**src/rtl/regfile_wb_arbiter_pkg.sv**
```systemverilog
// regfile_wb_arbiter_pkg: shared word/address widths, requester count and forwarding helper
`ifndef WORD_LEN
`define WORD_LEN 32
`endif
`ifndef RA_LEN
`define RA_LEN [4:0]
`endif
package regfile_wb_arbiter_pkg;
  localparam int N_REQ = 2;
  typedef logic `RA_LEN ra_t;
  typedef logic [`WORD_LEN-1:0] word_t;
  localparam int WORD_W = $bits(word_t);
  // Returns {hit, data}; on a double match the younger slot wins, slot 0 being older when old0 is set.
  function automatic logic [WORD_W:0] fwd_sel(input ra_t ra, input logic [1:0] v, input ra_t a0,
                                               input ra_t a1, input word_t d0, input word_t d1,
                                               input logic old0);
    logic m0, m1;
    m0 = v[0] && a0 == ra && ra != '0;
    m1 = v[1] && a1 == ra && ra != '0;
    return (m1 && (!m0 || old0)) ? {1'b1, d1} : m0 ? {1'b1, d0} : '0;
  endfunction
endpackage

```
**src/rtl/regfile_wb_arbiter_wb_slot.sv**
```systemverilog
// wb_slot: one pending write-back entry (valid, address, data, age) with load and clear
module wb_slot
  import regfile_wb_arbiter_pkg::*;
(
  input  logic  clk,
  input  logic  rst_n,
  input  logic  load_i,
  input  logic  clr_i,
  input  ra_t   wa_i,
  input  word_t wd_i,
  input  logic  age_i,
  output logic  valid_o,
  output ra_t   wa_o,
  output word_t wd_o,
  output logic  age_o
);
  logic  valid_q, valid_d, age_q;
  ra_t   wa_q, wa_d;
  word_t wd_q, wd_d;
  always_comb begin
    valid_d = load_i ? 1'b1 : clr_i ? 1'b0 : valid_q;
    wa_d    = load_i ? wa_i : wa_q;
    wd_d    = load_i ? wd_i : wd_q;
  end
  always_ff @(posedge clk or negedge rst_n) begin
    if (!rst_n) begin
      valid_q <= 1'b0;
      wa_q    <= '0;
      wd_q    <= '0;
      age_q   <= 1'b0;
    end else begin
      valid_q <= valid_d;
      wa_q    <= wa_d;
      wd_q    <= wd_d;
      age_q   <= age_i;
    end
  end
  assign valid_o = valid_q;
  assign wa_o    = wa_q;
  assign wd_o    = wd_q;
  assign age_o   = age_q;
endmodule

```
**src/rtl/regfile_wb_arbiter.sv**
```systemverilog
// regfile_wb_arbiter: two-slot write-back arbiter onto one regfile port; forwarding under REGFILE_WB_FWD_EN
module regfile_wb_arbiter
  import regfile_wb_arbiter_pkg::*;
(
  input  logic                 clk,
  input  logic                 rst_n,
  input  logic                 req0_valid,
  input  logic                 req1_valid,
  output logic                 req0_ready,
  output logic                 req1_ready,
  input  logic `RA_LEN         req0_wa,
  input  logic `RA_LEN         req1_wa,
  input  logic [`WORD_LEN-1:0] req0_wd,
  input  logic [`WORD_LEN-1:0] req1_wd,
  output logic                 we3,
  output logic `RA_LEN         wa3,
  output logic [`WORD_LEN-1:0] wd3,
  input  logic `RA_LEN         ra1,
  input  logic `RA_LEN         ra2,
  output logic                 fwd1_hit,
  output logic                 fwd2_hit,
  output logic [`WORD_LEN-1:0] fwd1_data,
  output logic [`WORD_LEN-1:0] fwd2_data
);
  logic [N_REQ-1:0] req_v, vld, ld, clr, gnt, age, rdy;
  ra_t   in_wa [N_REQ];
  ra_t   s_wa  [N_REQ];
  word_t in_wd [N_REQ];
  word_t s_wd  [N_REQ];
  logic  g1, both, old0_d, last1_q, last1_d;
  assign req_v    = {req1_valid, req0_valid};
  assign in_wa[0] = req0_wa;
  assign in_wa[1] = req1_wa;
  assign in_wd[0] = req0_wd;
  assign in_wd[1] = req1_wd;
  for (genvar i = 0; i < N_REQ; i++) begin : g_slot
    wb_slot u_slot (
      .clk     (clk),
      .rst_n   (rst_n),
      .load_i  (ld[i]),
      .clr_i   (clr[i]),
      .wa_i    (in_wa[i]),
      .wd_i    (in_wd[i]),
      .age_i   (i == 0 ? old0_d : !old0_d),
      .valid_o (vld[i]),
      .wa_o    (s_wa[i]),
      .wd_o    (s_wd[i]),
      .age_o   (age[i])
    );
  end
  // age[k] marks slot k as the older entry; last1_q remembers whether slot 1 won the last contested grant.
  always_comb begin
    both    = vld[0] && vld[1];
    g1      = vld[1] && (both ? (s_wa[0] == s_wa[1] ? age[1] : !last1_q) : 1'b1);
    gnt     = {g1, vld[0] && !g1};
    rdy     = ~vld | gnt;
    ld[0]   = req_v[0] && rdy[0] && in_wa[0] != '0;
    ld[1]   = req_v[1] && rdy[1] && in_wa[1] != '0;
    clr     = gnt & ~ld;
    last1_d = both ? g1 : last1_q;
    old0_d  = ld[1] ? 1'b1 : ld[0] ? 1'b0 : age[0];
  end
  always_ff @(posedge clk or negedge rst_n) begin
    if (!rst_n) last1_q <= 1'b1;
    else        last1_q <= last1_d;
  end
  assign req0_ready = rdy[0];
  assign req1_ready = rdy[1];
  assign we3        = |vld;
  assign wa3        = g1 ? s_wa[1] : gnt[0] ? s_wa[0] : '0;
  assign wd3        = g1 ? s_wd[1] : gnt[0] ? s_wd[0] : '0;
`ifdef REGFILE_WB_FWD_EN
  assign {fwd1_hit, fwd1_data} = fwd_sel(ra1, vld, s_wa[0], s_wa[1], s_wd[0], s_wd[1], age[0]);
  assign {fwd2_hit, fwd2_data} = fwd_sel(ra2, vld, s_wa[0], s_wa[1], s_wd[0], s_wd[1], age[0]);
`else
  logic unused_ra;
  assign unused_ra = ^{ra1, ra2};
  assign {fwd1_hit, fwd1_data} = '0;
  assign {fwd2_hit, fwd2_data} = '0;
`endif
endmodule
```
**config.mk**
```make
export PLATFORM = sky130hd
export DESIGN_NAME = regfile_wb_arbiter
export DESIGN_NICKNAME = d
export VERILOG_FILES = /design/src/rtl/regfile_wb_arbiter_pkg.sv /design/src/rtl/regfile_wb_arbiter_wb_slot.sv /design/src/rtl/regfile_wb_arbiter.sv
export SDC_FILE = /design/constraint.sdc
export NUM_CORES = 1
export LEC_CHECK = 0
export ABC_AREA = 1
export CAP_MARGIN = 20
export CELL_PAD_IN_SITES_DETAIL_PLACEMENT = 0
export CELL_PAD_IN_SITES_GLOBAL_PLACEMENT = 1
export CORE_MARGIN = 1
export CORE_UTILIZATION = 30
export DETAILED_ROUTE_END_ITERATION = 8
export PLACE_DENSITY = 0.86
export SLEW_MARGIN = 20
export SYNTH_ARGS = -nofsm -noshare
export SYNTH_HDL_FRONTEND = slang
export SYNTH_SLANG_ARGS = --single-unit
```
**constraint.sdc**
```tcl
create_clock -name clk -period 2.1 [get_ports clk]
set_clock_uncertainty 0.1 [all_clocks]
set_input_delay 0.42 -clock clk [delete_from_list [all_inputs] [get_ports clk]]
set_output_delay 0.42 -clock clk [all_outputs]
set_load 0.01 [all_outputs]
```
After elaboration in Yosys (flattened, before gate mapping) --
Cells that the tools add are included. Widths: inputs -> output; s select.
Storage, ports and cells: input port bits 88, output and inout bits 106, register bits 79
Cells by class: reduce and logical (&&, ||, !) cells 15, multiplexer cells 12, equal/unequal tests 1, bitwise operators 4
Operator list (count):
- $mux 32 | 2
- $mux 5 | 2
- $reduce_bool 5->1 | 2
- $mux 1 | 8
- $logic_and 1x1->1 | 7
- $eq 5x5->1 | 1
- $not 2->2 | 2
- $reduce_bool 2->1 | 2
- $logic_not 1->1 | 3
- $and 2x2->2 | 1
- $or 2x2->2 | 1
- $reduce_or 2->1 | 1

Logic depth before layout (Yosys ltp) --
Gate-level depths: netlist of the first run.
depth after elaboration 13, depth in mapped cells 12

By module --
Synthesis of the first run repeated with hierarchy kept, for this count alone.
Second synthesis, totals: cell total of the unflattened synthesis 573, area total of the unflattened synthesis 4300.4 µm²
By module, submodules not included:
- wb_slot | seq. area each 975.9 µm², area each 1498.9 µm², times used 2, cells an instance 162
- regfile_wb_arbiter | seq. area each 26.3 µm², area each 1302.5 µm², times used 1, cells an instance 249

Worst setup path before layout of the first run --
No wires, ideal clock.
path type register -> output, start point reg g_slot[1].u_slot.wa_q, in the netlist g_slot[1].u_slot.wa_o[4], end point out wa3[0] in the netlist's numbering, path buffers 1, cell stages (with the launch flop) 9, slack 0.104 ns, arrival 1.476 ns, cells stage by stage dfrtp_1 > xnor2_2 > nand4_1 > nand3_2 > nand2_1 > inv_2 > buf_2 > nand2_1 > nand2_1
RTL lines:
- start, declared | line regfile_wb_arbiter_wb_slot.sv:18 | ra_t wa_q, wa_d;
- start signal, assigned | line regfile_wb_arbiter_wb_slot.sv:33 | wa_q <= wa_d;
- end, declared | line regfile_wb_arbiter.sv:16 | output logic `RA_LEN wa3,

==> results of run 1 <==
sequential cells by signal (all words and copies together) (netlist names):
| register | cells |
|---|---|
| g_slot.u_slot.wd_o | 64 |
| g_slot.u_slot.wa_o | 10 |
| g_slot.u_slot.age_o | 2 |
| g_slot.u_slot.valid_o | 2 |
| last1_q | 1 |
tightest hold or removal path, delay by kind of cell (launching register included):
kind,cells,cell delay (ns)
flip-flops,1,0.32
AND/OR/NAND/NOR,2,0.11
cell type report:
type | count | share of cell area, %
Timing Repair Buffer | 184 | 30.0
Multi-Input combinational cell | 364 | 30.6
Tap cell | 184 | 3.17
Sequential cell | 79 | 27.2
Clock inverter | 3 | 0.895
Inverter | 85 | 4.42
Clock buffer | 12 | 3.66
final timing paths:
kind	to	slack, ns	from	cells after the start
setup / recovery	wa3[4]	-0.50	g_slot[0].u_slot.wa_o[3]$_DFFE_PN0P_	14
min in group asynchronous	g_slot[0].u_slot.wd_o[18]$_DFFE_PN0P_	0.49	rst_n	2
setup reg to reg	g_slot[0].u_slot.wd_o[13]$_DFFE_PN0P_	-0.18	g_slot[1].u_slot.wa_o[0]$_DFFE_PN0P_	16
hold reg to reg	g_slot[0].u_slot.age_o$_DFF_PN0_	0.37	g_slot[0].u_slot.age_o$_DFF_PN0_	2
hold / removal	g_slot[0].u_slot.age_o$_DFF_PN0_	0.37	g_slot[0].u_slot.age_o$_DFF_PN0_	2
max in group asynchronous	g_slot[0].u_slot.wd_o[1]$_DFFE_PN0P_	0.72	rst_n	3
repair_timing:
| action | in CTS | in global routing |
|---|---|---|
| setup buffers | 11 | 15 |
| cloned | 4 | 15 |
| hold endpoints to repair | 31 | 0 |
| pin swaps | 15 | 35 |
| endpoints found under the setup margin | 40 | 83 |
| gates resized for setup | 211 | 160 |
| hold buffers | 1 | 0 |
layer usage:
layer | wire length [µm] | global-route usage, % | vias up
met4 | 289 | 6.17 | 0
met5 | 0 | 0 | -
li1 | - | - | 1874
met2 | 7040 | 25.3 | 92
met1 | 5390 | 16.9 | 1817
met3 | 401 | 2.92 | 18
cell usage in the layout (no fill, tap or decap), types with 2 or more instances in the layout:
master                            netlist  layout
sky130_fd_sc_hd__buf_6                 12      36
sky130_fd_sc_hd__nand3_2                4       2
sky130_fd_sc_hd__nand3_4                1       3
sky130_fd_sc_hd__buf_4                 68      16
sky130_fd_sc_hd__nand2_4                0      21
sky130_fd_sc_hd__clkbuf_16              0      21
sky130_fd_sc_hd__nand2_1              204      89
sky130_fd_sc_hd__conb_1                 1      66
sky130_fd_sc_hd__dfrtp_1               78      78
sky130_fd_sc_hd__o21ai_2               55      64
sky130_fd_sc_hd__buf_8                  0       3
sky130_fd_sc_hd__nor2_4                 2       2
sky130_fd_sc_hd__clkbuf_8               0       3
sky130_fd_sc_hd__inv_1                 84      84
sky130_fd_sc_hd__clkdlybuf4s50_1        0      76
sky130_fd_sc_hd__nor3_1                 2       2
sky130_fd_sc_hd__nand2_2                1      95
sky130_fd_sc_hd__nor2_2                 0       2
sky130_fd_sc_hd__o21ai_1                6       8
sky130_fd_sc_hd__nand3_1                4       4
sky130_fd_sc_hd__buf_12                 0      21
sky130_fd_sc_hd__buf_2                  7      17
sky130_fd_sc_hd__bufinv_16              0       2
power breakdown:
part | total [mW] | switching (mW) | internal, mW
Sequential | 2.41 | 0.397 | 2.01
Combinational | 5.06 | 2.46 | 2.60
Clock | 1.75 | 0.619 | 1.13
Total | 9.22 | 3.47 | 5.75
through the flow:
stage | setup TNS [ns] | hold WS, ns | area [µm²] | worst slack [ns] | util (%)
floorplan | 0 | 0.0244 | 4760 | 0.104 | -
global placement | -14.15 | 0.318 | 5800 | -0.417 | 39.8
detailed placement | -15.20 | 0.325 | 5800 | -0.436 | 39.8
CTS | -17.82 | 0.370 | 6320 | -0.528 | 43.3
global route | -39.12 | 0.390 | 7270 | -0.637 | 49.8
finish | -24.99 | 0.366 | 7270 | -0.502 | 49.8
kinds of logic (layout without fill, tap and decap cells):
| family | count (synthesis) | count (layout) | synth area share (%) |
|---|---|---|---|
| flops | 79 | 79 | 43.8 |
| compound gates | 74 | 74 | 13.1 |
| buf+inv | 173 | 284 | 22.2 |
| xor+xnor | 1 | 1 | 0.360 |
| simple gates | 223 | 223 | 20.4 |
| other cells | 1 | 66 | 0.0830 |
==> impl_results.md, run 1 <==
* Outcome: complete, but fails checks
* Violations in the final reports: setup timing
* Proportion of netlist area held by the largest area contributor at 43.2%
* Total power draw at 9.22 mW
* Synthesized netlist cell count at 551
* Number of synthesized flops with an enable pin at 0
* Total Routing Usage GR at 14.4%
* Starting density of the core at 31.0%
* Number of library cell types mapped by synthesis at 25
* Root Buffer: sky130_fd_sc_hd__clkbuf_16
* Cells along the critical path: inv_1 -> nand2_1 -> nand2_2 -> nor2_4 -> nand3_2 -> nand2_2 -> nand3_2 -> nand2_2 -> inv_4 -> buf_12 -> clkbuf_16 -> nand2_2 -> nand2_1 -> buf_2
* Cell types occupying the most area after synthesis: sky130_fd_sc_hd__dfrtp_1, sky130_fd_sc_hd__nand2_1, sky130_fd_sc_hd__buf_4
* Final non-filler cell total at 911
* Fraction of registers with async set/reset at 100%
* Setup violators final at 114
* Pin count of the biggest net entering global routing at 35
* Cell Rows at 44
* Latest clock arrival within the worst-skew pair at 0.34 ns
* Detailed-route DRC error count at 0
* Period utilisation layout at 124%
* Area growth syn-to-layout at 60.9%
* Via count of the routed design at 3801
* Static Leakage at 3.77 nW
* Worst-path maximum fanout at 6
* CTS sink cnt at 79
* Reported max-cap violation count at 0
* Remaining Overflow, GRT at 0
* Footprint of the multi-input gates at 2230 µm²
* P per Cell Area at 1270 nW/µm²
* Arrival time at the worst endpoint at 2.08 ns
* Worst Max-Slew Pin Slew at 0.501 ns
* Number of placed instances with taps included at 854
* Final antenna-violating net count at 0
* Floorplan die area at 15600 µm²
* Number of global-route vias before repair at 3499
* GP Congestion at 0.734
* Number of fill cells in the layout at 1375
* Cell type with the largest total area after synthesis: sky130_fd_sc_hd__dfrtp_1
* Average wire length per cell after detail routing at 14.4 µm
* Std-Cell Core Area at 14600 µm²
* Total wire length after detailed routing at 13100 µm
* Final-report hold violation count at 0
* Worst slew margin at 66.6%
* Antenna cells at 0
* Clock buffer depth at 2
* Fmax at 384 MHz
* Ratio of routed vias to standard cells at 4.17
* Final count of pins violating max slew at 0
* Buffer and inverter count on the worst path at 5
* Critical path start-end classification: reg -> out
* Clock transition at the registers of the reported paths at 0.06 ns
* Crit path launch type: flop
* Die height at 125 µm
* Final worst path period need at 2.60 ns
* Worst path setup slack after routing at -0.502 ns
* Mapped cell area at 4520 µm²
* Synthesized area per cell at 8.20 µm²
* Chip Width at 125 µm
* TritonCTS clock tree: built
* Most instantiated library cell after synthesis: sky130_fd_sc_hd__nand2_1
* Unrepaired setup endpoints after global routing: true
* HPWL reported at the end of detailed placement at 7430 µm
* Crit path largest cell delay at 0.39 ns
* Dominant register cell in the synthesized netlist: sky130_fd_sc_hd__dfrtp_1
* DR iter-0 viols at 90
* Sequential cell area fraction in the yosys report at 43.8%
* Type of destination of the critical path: output pin
* Seq. cell area at 1980 µm²
* Layout cell share with drive strength beyond 1 at 43.5%
* Port-buffer cells at 117
* Net total in the final layout at 811
* First-pass DRT Iterations at 4
* Cell repeated most along the worst path: sky130_fd_sc_hd__nand2_2
* CTS H-Tree Depth at 3
* Clock buffer count from CTS at 9
* Post-synthesis register bit count at 79
* Standard cell with the maximum stage delay on the critical path: sky130_fd_sc_hd__dfrtp_1
* Worst endpoint required time at 1.58 ns
* Worst hold-check path type: reg -> reg
* Wire length of the first global-routing pass at 17400 µm
* Total of warnings raised by yosys at 0
* Maximum resistive drop on vdd at 0.677 mV
* Top cell types by occurrence after synthesis: sky130_fd_sc_hd__nand2_1, sky130_fd_sc_hd__inv_1, sky130_fd_sc_hd__dfrtp_1
* Family with the most delay on the worst path: simple AND/OR/NAND/NOR gates
* Antenna violations before repair at 0
* Number of top-level design ports at 194
Note: power is estimated with default switching activity, not from simulation.
==> run 2: changes to the inputs <==
Settings changed: CORE_MARGIN 1 to 2, GPL_TIMING_DRIVEN set to 0.
==> run 2 against run 1 <==
- the flow still finishes with violations (setup timing)
- highest routed layer unchanged
- setup slack gained 0.036 ns
- flip-flop and latch count stayed put
- wire length shrank 4.0%
- largest cell class is now non-clock buffers
- critical path depth rose by 4
- via count grew 1.3%
- final cell count is 7.2% higher
- fmax rose by 1.4%
- largest power group unchanged
- critical path type is now reg -> reg
- register-to-register slack worse by 0.29 ns
==> impl_results.md, run 2 (synthesis gave the netlist of run 1 again) <==
* Outcome: complete, but fails checks
* Violations in the final reports: setup timing
* Final count of pins violating max slew at 0 (unchanged)
* HPWL reported at the end of detailed placement at 8260 µm (+11%)
* Die height at 127 µm (+1.6%)
* Ratio of routed vias to standard cells at 3.94 (-5.6%)
* Unrepaired setup endpoints after global routing: true
* Port-buffer cells at 117 (unchanged)
* Arrival time at the worst endpoint at 2.69 ns (+0.61 ns)
* Clock buffer count from CTS at 9 (unchanged)
* Fmax at 390 MHz (+1.4%)
* Final antenna-violating net count at 0 (unchanged)
* Seq. cell area at 1980 µm² (unchanged)
* Worst path setup slack after routing at -0.466 ns (+0.0360 ns)
* Cell Rows at 44 (unchanged)
* Total wire length after detailed routing at 12600 µm (-4.0%)
* CTS sink cnt at 79 (unchanged)
* P per Cell Area at 1170 nW/µm² (-7.4%)
* Floorplan die area at 16100 µm² (+3.2%)
* Chip Width at 127 µm (+1.6%)
* Worst endpoint required time at 2.22 ns (+0.64 ns)
* Cell area after layout at 7450 µm² (+2.5%)
* Switching power of the nets at 3.24 mW (-6.7%)
* Detailed-route DRC error count at 0 (unchanged)
* Number of flip-flops in the largest register at 64 (unchanged)
* Cell Int Power at 5.51 mW (-4.2%)
* Worst hold-check path type: reg -> reg
* Highest-count cells in the layout ignoring fill and taps: sky130_fd_sc_hd__nand2_1, sky130_fd_sc_hd__inv_1, sky130_fd_sc_hd__buf_4
* Average wire length per cell after detail routing at 12.9 µm (-10%)
* Net total in the final layout at 876 (+8.0%)
* Relative contribution of combinational cells to total power at 53.1% (-1.8 points)
* Cell Area, Placed at 6190 µm² (+6.6%)
* Total Routing Usage GR at 15.0% (+0.62 points)
* Via count of the routed design at 3850 (+1.3%)
* Switching share of power at 37.1% (-0.61 points)
* Std-Cell Core Area at 14600 µm² (+0.38%)
* Root Buffer: sky130_fd_sc_hd__clkbuf_16
* Setup violators final at 79 (-31%)
* CTS H-Tree Depth at 3 (unchanged)
* Latest clock arrival within the worst-skew pair at 0.33 ns (about the same)
* Reported max-cap violation count at 0 (unchanged)
* Layout cell share with drive strength beyond 1 at 40.5% (-3.0 points)
* Most common library cell in the layout ignoring fill and taps: sky130_fd_sc_hd__nand2_1
* Remaining Overflow, GRT at 0 (unchanged)
* Antenna cells at 0 (unchanged)
* Clock Power Share at 19.7% (+0.7 points)
* Clock transition at the registers of the reported paths at 0.06 ns (about the same)
* Static Leakage at 4.03 nW (+6.9%)
* Maximum resistive drop on vdd at 0.528 mV (-22%)
* Final-report hold violation count at 0 (unchanged)
* Final-layout worst hold slack at 0.379 ns (+0.0125 ns)
* Final worst path period need at 2.57 ns (-0.0360 ns)
* Worst slack after detailed placement at -0.718 ns (-0.283 ns)
* Starting density of the core at 30.9% (-0.12 points)
* GP Congestion at 0.732 (-0.16%)
* Area growth syn-to-layout at 64.9%
* Pin count of the biggest net entering global routing at 53 (+51%)
* TritonCTS clock tree: built
* Crit path launch type: flop
* Antenna violations before repair at 0 (unchanged)
* Critical path start-end classification: reg -> reg
* Footprint of the multi-input gates at 2070 µm² (-6.9%)
* Clock buffer depth at 2 (unchanged)
* Number of fill cells in the layout at 1430 (+4.0%)
* Wire length of the first global-routing pass at 19000 µm (+9.1%)
* Type of destination of the critical path: flop
* Proportion of power drawn by flip-flops and latches at 27.2% (+1.1 points)
* Period utilisation layout at 122% (-1.7 points)
* Number of top-level design ports at 194 (unchanged)
* First-pass DRT Iterations at 4 (unchanged)
* Number of global-route vias before repair at 3728 (+6.5%)
* Worst-path maximum fanout at 6 (unchanged)
* DR iter-0 viols at 130 (+44%)
run 2: power by group through the flow:
stage / sequential [mW] / clock (mW) / combinational, mW
finish: 2.38 / 1.72 / 4.64
global route: 2.44 / 1.84 / 5.05
CTS: 2.31 / 1.77 / 4.00
detailed placement: 2.31 / 0 / 3.45
global placement: 2.30 / 0 / 3.41
floorplan: 2.25 / 0 / 1.97
run 2: cell type report:
type | instances | area share (%)
multi-input combinational | 364 | 27.8
clock inverter | 5 | 1.07
buffer | 87 | 11.1
inverter | 85 | 4.31
sequential | 79 | 26.5
clock buffer | 11 | 3.39
timing repair buffer | 162 | 22.6
tap | 184 | 3.09
run 2: per-layer routing:
metal / GRT usage (%) / share of wire (%)
met3: 2.91 / 3.9
met4: 3.30 / 0.79
met2: 27.4 / 52
met1: 18.5 / 43
met5: 0 / 0
run 2: path summary, 6_finish.rpt:
| path | startpoint | to | slack [ns] | cells after the start |
|---|---|---|---|---|
| setup / recovery | g_slot[1].u_slot.wa_o[4]$_DFFE_PN0P_ | g_slot[0].u_slot.wd_o[13]$_DFFE_PN0P_ | -0.47 | 18 |
| hold / removal | g_slot[1].u_slot.wd_o[10]$_DFFE_PN0P_ | g_slot[1].u_slot.wd_o[10]$_DFFE_PN0P_ | 0.38 | 2 |
| hold reg to reg | g_slot[1].u_slot.wd_o[10]$_DFFE_PN0P_ | g_slot[1].u_slot.wd_o[10]$_DFFE_PN0P_ | 0.38 | 2 |
| setup reg to reg | g_slot[1].u_slot.wa_o[4]$_DFFE_PN0P_ | g_slot[0].u_slot.wd_o[13]$_DFFE_PN0P_ | -0.47 | 18 |
| max in group asynchronous | rst_n | last1_q$_DFFE_PN1P_ | 0.78 | 3 |
| min in group asynchronous | rst_n | g_slot[0].u_slot.wd_o[16]$_DFFE_PN0P_ | 0.46 | 2 |
run 2: timing repair:
action / CTS / global route
pin swaps: 19 / 9
hold buffers: 1 / 0
hold endpoints to repair: 27 / 0
endpoints found under the setup margin: 39 / 108
gates cloned: 3 / 8
gates resized for setup: 228 / 105
setup buffers: 18 / 15
run 2: metrics by stage:
stage | setup TNS (ns) | instances | power, mW | util, %
floorplan | 0 | 616 | 4.23 | -
global placement | -219.64 | 917 | 5.71 | 42.1
detailed placement | -23.19 | 918 | 5.76 | 42.3
CTS | -15.12 | 956 | 8.07 | 46.4
global route | -40.98 | 977 | 9.33 | 50.9
finish | -31.07 | 977 | 8.75 | 50.9
run 2: worst max-delay path, stage by stage, from the launching register on:
cell	delay [ns]
sky130_fd_sc_hd__dfrtp_1	0.42
sky130_fd_sc_hd__xnor2_2	0.17
sky130_fd_sc_hd__buf_4	0.15
sky130_fd_sc_hd__nand3_4	0.08
sky130_fd_sc_hd__nand2_4	0.06
sky130_fd_sc_hd__buf_4	0.13
sky130_fd_sc_hd__buf_6	0.10
sky130_fd_sc_hd__buf_6	0.10
sky130_fd_sc_hd__buf_6	0.10
sky130_fd_sc_hd__buf_6	0.10
sky130_fd_sc_hd__buf_6	0.10
sky130_fd_sc_hd__nand3_4	0.06
sky130_fd_sc_hd__buf_6	0.12
sky130_fd_sc_hd__nand3_4	0.09
sky130_fd_sc_hd__buf_8	0.15
sky130_fd_sc_hd__buf_12	0.14
sky130_fd_sc_hd__clkbuf_16	0.17
sky130_fd_sc_hd__nand2_2	0.06
sky130_fd_sc_hd__o21ai_2	0.05
